===== config.mk =====
export PLATFORM = sky130hd
export DESIGN_NAME = compare_seq
export DESIGN_NICKNAME = d
export VERILOG_FILES = /design/src/rtl/hap_pkg.sv /design/src/rtl/cmp_eval.sv /design/src/rtl/compare_seq.sv
export SDC_FILE = /design/constraint.sdc
export NUM_CORES = 1
export LEC_CHECK = 0
export BUFFER_PORTS_ARGS = -buffer_cell sky130_fd_sc_hd__clkbuf_2
export CAP_MARGIN = 10
export CORE_ASPECT_RATIO = 1.2
export CORE_UTILIZATION = 43
export CTS_BUF_LIST = sky130_fd_sc_hd__clkbuf_16
export CTS_CLUSTER_DIAMETER = 100
export DETAILED_ROUTE_END_ITERATION = 8
export PLACE_DENSITY = 0.83
export REMOVE_ABC_BUFFERS = 1
export SLEW_MARGIN = 20
export SYNTH_ARGS = -nofsm -noshare
export SYNTH_HDL_FRONTEND = slang
export SYNTH_HIERARCHICAL = 1
export SYNTH_SLANG_ARGS = --single-unit

===== constraint.sdc =====
create_clock -name clk -period 1.6 [get_ports clk]
set_input_delay 0.24 -clock clk [delete_from_list [all_inputs] [get_ports clk]]
set_output_delay 0.24 -clock clk [all_outputs]
set_load 0.01 [all_outputs]

===== src/rtl/hap_pkg.sv =====
// Shared definitions for the Harvard Architecture Processor compare datapath:
// compare opcodes, sequencer states and the opcode-class helper.
package hap_pkg;

  localparam logic [4:0] OP_LT  = 5'b01011;
  localparam logic [4:0] OP_GT  = 5'b01100;
  localparam logic [4:0] OP_EQ  = 5'b01101;
  localparam logic [4:0] OP_GTE = 5'b01110;
  localparam logic [4:0] OP_LTE = 5'b01111;
  localparam logic [4:0] OP_NE  = 5'b10000;

  typedef enum logic [1:0] {
    ST_IDLE  = 2'd0,
    ST_READ  = 2'd1,
    ST_EXEC  = 2'd2,
    ST_WRITE = 2'd3
  } state_e;

  function automatic logic is_cmp_op(input logic [4:0] op);
    logic res;
    case (op)
      OP_LT, OP_GT, OP_EQ, OP_GTE, OP_LTE, OP_NE: res = 1'b1;
      default:                                    res = 1'b0;
    endcase
    return res;
  endfunction

endpackage


===== src/rtl/cmp_eval.sv =====
// Combinational unsigned comparator for the six compare opcodes.
// Non-compare opcodes evaluate to 0.
module cmp_eval
  import hap_pkg::*;
#(
  parameter int DATA_W = 3
) (
  input  logic [4:0]        opcode,
  input  logic [DATA_W-1:0] a,
  input  logic [DATA_W-1:0] b,
  output logic              result
);

  always_comb begin
    result = 1'b0;
    case (opcode)
      OP_LT:   result = (a <  b);
      OP_GT:   result = (a >  b);
      OP_EQ:   result = (a == b);
      OP_GTE:  result = (a >= b);
      OP_LTE:  result = (a <= b);
      OP_NE:   result = (a != b);
      default: result = 1'b0;
    endcase
  end

endmodule


===== src/rtl/compare_seq.sv =====
// Four-state sequencer (IDLE/READ/EXEC/WRITE) that reads two registers,
// compares them unsigned and writes the 0/1 result back to the register file.
module compare_seq
  import hap_pkg::*;
#(
  parameter int DATA_W = 3,
  parameter int ADDR_W = 3
) (
  input  logic              clk,
  input  logic              rst,
  input  logic              instr_valid,
  output logic              instr_ready,
  input  logic [4:0]        opcode,
  input  logic [ADDR_W-1:0] rs1_addr,
  input  logic [ADDR_W-1:0] rs2_addr,
  input  logic [ADDR_W-1:0] rd_addr,
  output logic [ADDR_W-1:0] rf_ra1,
  output logic [ADDR_W-1:0] rf_ra2,
  input  logic [DATA_W-1:0] rf_rd1,
  input  logic [DATA_W-1:0] rf_rd2,
  output logic              rf_we,
  output logic [ADDR_W-1:0] rf_wa,
  output logic [DATA_W-1:0] rf_wd,
  output logic              flag,
  output logic              done,
  output logic              illegal
);

  state_e            state;
  logic [4:0]        op_q;
  logic [ADDR_W-1:0] rd_q;
  logic              cmp_res;

  assign instr_ready = (state == ST_IDLE);

  cmp_eval #(.DATA_W(DATA_W)) u_eval (
    .opcode (op_q),
    .a      (rf_rd1),
    .b      (rf_rd2),
    .result (cmp_res)
  );

  // The read addresses are loaded on the accept edge so they are already on
  // the register-file ports throughout READ; read data then lands in EXEC.
  always_ff @(posedge clk) begin
    if (rst) begin
      state   <= ST_IDLE;
      op_q    <= 5'd0;
      rd_q    <= {ADDR_W{1'b0}};
      rf_ra1  <= {ADDR_W{1'b0}};
      rf_ra2  <= {ADDR_W{1'b0}};
      rf_we   <= 1'b0;
      rf_wa   <= {ADDR_W{1'b0}};
      rf_wd   <= {DATA_W{1'b0}};
      flag    <= 1'b0;
      done    <= 1'b0;
      illegal <= 1'b0;
    end else begin
      rf_we   <= 1'b0;
      done    <= 1'b0;
      illegal <= 1'b0;
      case (state)
        ST_IDLE: begin
          if (instr_valid) begin
            if (is_cmp_op(opcode)) begin
              op_q   <= opcode;
              rd_q   <= rd_addr;
              rf_ra1 <= rs1_addr;
              rf_ra2 <= rs2_addr;
              state  <= ST_READ;
            end else begin
              illegal <= 1'b1;
            end
          end
        end
        ST_READ: begin
          state <= ST_EXEC;
        end
        // Operands are consumed here, so a write to rs1/rs2 in WRITE is harmless.
        ST_EXEC: begin
          rf_we <= 1'b1;
          rf_wa <= rd_q;
          rf_wd <= {{(DATA_W-1){1'b0}}, cmp_res};
          flag  <= cmp_res;
          done  <= 1'b1;
          state <= ST_WRITE;
        end
        ST_WRITE: begin
          state <= ST_IDLE;
        end
        default: begin
          state <= ST_IDLE;
        end
      endcase
    end
  end

endmodule


==> flow_summary.ini <==
[critical_path]
cp-end-kind = flip-flop
r2r-end = op_q[2]$_SDFFE_PP0P_
path_cells = inv_1 > ha_1 > nand2_1 > inv_1 > buf_4 > nand3_1 > a21oi_1
path_common_cell = inv_1
r2r_slack_ps = 110
crit_type = flip-flop to flip-flop
crit_fanout = 9
slowest_delay_ps = 310
crit_start = state[0]$_SDFFE_PP0P_
start_kind = flip-flop
slowest_stage = dfxtp_1
ff2ff_path_depth = 7
cp_top_family = buffers and inverters
timing.rr.start = state[0]$_SDFFE_PP0P_
cp.buffers_inverters = 3
arrival_ps = 1660
worstPathRequired_ps = 1770

[floorplan]
core_um2 = 2350
dieArea_um2 = 2770
die_w_um = 48.2
die_y_um = 57.4
io_pins = 40
initial_core_util_pct = 46.8
rows = 19

[hold_path]
hold_depth = 3
hp-class = input port to flip-flop
min_to = rf_ra1[1]$_SDFFE_PP0P_
min-delay-start = rs1_addr[1]

[clock_network]
clockBufferDepth = 2
cts_setup_buffers = 0
cts.sinks = 22
cts_made_buffers = 3
post_cts_resize_count = 0
insertion_delay_ps = 250
cts_tree = built
root_buffer = clkbuf_16
htree_levels = 1
path_clk_slew_ps = 60
ctsHoldBuffers = 0

[synthesis]
synth.distinct_cells = 33
syn_inst = 123
ys_seq_elements = 22
yosys_warnings = 6
syn_area_um2 = 1100
ys_seq_area_share_pct = 40.0
syn_area_per_cell_um2 = 8.95

[sta]
rsz0062_at_grt = false
fin_crit_ps = 1490
setup_slack_ps = 111
fmax_mhz = 672
finalCritPeriodShare_pct = 93.1
finalSetupViolCount = 0
hold_viol = 0
clock_skew_ps = 1.59
finalSetupTns_ps = 0
final_max_slew_viol_count = 0

[placement]
port_buffers = 37
hpwl_um = 1780
dpl-instance-area_um2 = 1270
place.gp.congestion = 0.721
place_ws_ps = 39.7

[routing]
drc_errors = 0
drtIter0Drc = 28
wl_per_cell_um = 13.6
vias_per_cell = 5.24
routed_wl_um = 2560
firstDrtPassIters = 5
antenna_left = 0
num_vias = 991

[power]
power_leakage_nw = 0.587
power_density_nw_per_um2 = 1220
ir_drop_mv = 0.802

[cells_and_area]
syn2layout_area_growth_pct = 25.1
final_util_pct = 58.5
fin_nets = 187
seqCellArea_um2 = 440
diodes = 0
multi_input_area_um2 = 556
fin_area_um2 = 1380
fill_cells = 202
drive_gt1_share_pct = 32.9

[global_routing]
antenna_found_initial = 0
grt_pass1_wl_um = 4020
grt.overflow.total = 0
grt_use_total_pct = 19.8
grt_pass1_vias = 982
grt_max_degree = 24

[outcome]
status = complete, no violations

[flow_run]
cap_violations = 0
flip-flops by register name, summed over array words and instances (netlist names):
register and flops:
done 1, rf_wd 1, rf_ra1 3, illegal 1, rf_ra2 3, op_q 5, rf_wa 3, state 2
rd_q 3
layer usage:
layer / track usage (%) / up-vias / part of all wire, %
li1: - / 499 / -
met1: 22.5 / 450 / 39
met2: 34.7 / 36 / 55
met3: 2.22 / 6 / 4.0
met4: 8.73 / 0 / 1.8
met5: 0 / - / 0
how the worst max path moves through the flow:
stage	endpoint	slack, ps	depth (start not counted)
floorplan	op_q[4]$_SDFFE_PP0P_	40	6
finish	op_q[2]$_SDFFE_PP0P_	110	7
global route	op_q[2]$_SDFFE_PP0P_	20	7
CTS	op_q[2]$_SDFFE_PP0P_	90	7
global placement	rf_wd[0]$_SDFFE_PP0P_	80	9
detailed placement	rd_q[1]$_SDFFE_PP0P_	40	5
worst register-to-register path, stage by stage, from the launching register on:
cell and delay, ps:
dfxtp_1 310, inv_1 80, ha_1 230, nand2_1 90, inv_1 240, buf_4 210
nand3_1 90, a21oi_1 170
Yosys cell counts:
master	n	share of area (%)
buf_4	4	2.7
or2_4	1	0.80
mux2_4	1	1.4
nand2_1	3	1.0
inv_1	6	2.0
buf_6	2	2.0
nand3b_1	1	0.68
mux2i_1	5	4.5
a21boi_1	1	0.68
o21ai_1	4	1.8
and4bb_2	1	1.1
nor2_1	6	2.0
clkbuf_4	2	1.4
nand2b_1	3	1.7
ha_1	5	5.7
clkbuf_1	2	0.68
nand2b_2	1	0.80
nor3_1	2	0.91
a311oi_1	1	0.80
nor2b_1	1	0.57
or2b_1	1	0.68
clkdlybuf4s50_2	1	1.0
o32ai_4	1	2.5
nand3_1	14	6.4
a22oi_1	1	0.68
o21ai_2	1	0.80
o21ai_0	10	4.5
dfxtp_1	22	40
a211oi_1	1	0.68
a21oi_2	1	0.80
a21oi_1	16	7.3
conb_1	1	0.34
o32a_1	1	0.91
stage by stage:
step                power, mW  instances  hold slack (ps)
floorplan               0.851        113              309
global placement        0.978        185              465
detailed placement      0.999        185              473
CTS                      1.69        189              219
global route             1.76        189              223
finish                   1.68        189              218
power breakdown:
group | internal [mW] | switching [mW] | total (mW)
registers | 0.590 | 0.0241 | 0.614
clock network | 0.496 | 0.192 | 0.688
logic | 0.157 | 0.222 | 0.379
cell families (layout without fill, tap and decap cells):
logic type / Yosys count / count (layout) / share of synthesized area [%]
multiplexers: 6 / 6 / 5.91
AND/OR/NAND/NOR: 34 / 34 / 16.7
buffers and inverters: 17 / 51 / 9.89
adder cells (fa/ha/maj): 5 / 5 / 5.68
flip-flops: 22 / 22 / 40.0
other: 1 / 2 / 0.341
AO/OA/AOI/OAI: 38 / 38 / 21.5
cell usage in the layout (no fill, tap or decap), types with 2 or more instances in the layout:
cell type / synthesis / routed
nand2b_1: 3 / 3
a21oi_1: 16 / 16
nand2_1: 3 / 3
dfxtp_1: 22 / 22
clkbuf_2: 0 / 37
inv_1: 6 / 6
o21ai_1: 4 / 4
nor3_1: 2 / 2
nand3_1: 14 / 14
clkbuf_16: 0 / 3
mux2i_1: 5 / 5
buf_4: 4 / 4
nor2_1: 6 / 6
ha_1: 5 / 5
conb_1: 1 / 2
o21ai_0: 10 / 10
cell type report:
cell class,count,share of cell area [%]
well taps,31,2.82
clock inverters,1,2.18
inverters,6,1.63
clock buffers,3,5.45
flip-flops and latches,22,32.0
multi-input cells,85,40.3
repair buffers,41,15.6
Note: power is estimated with default switching activity, not from simulation.
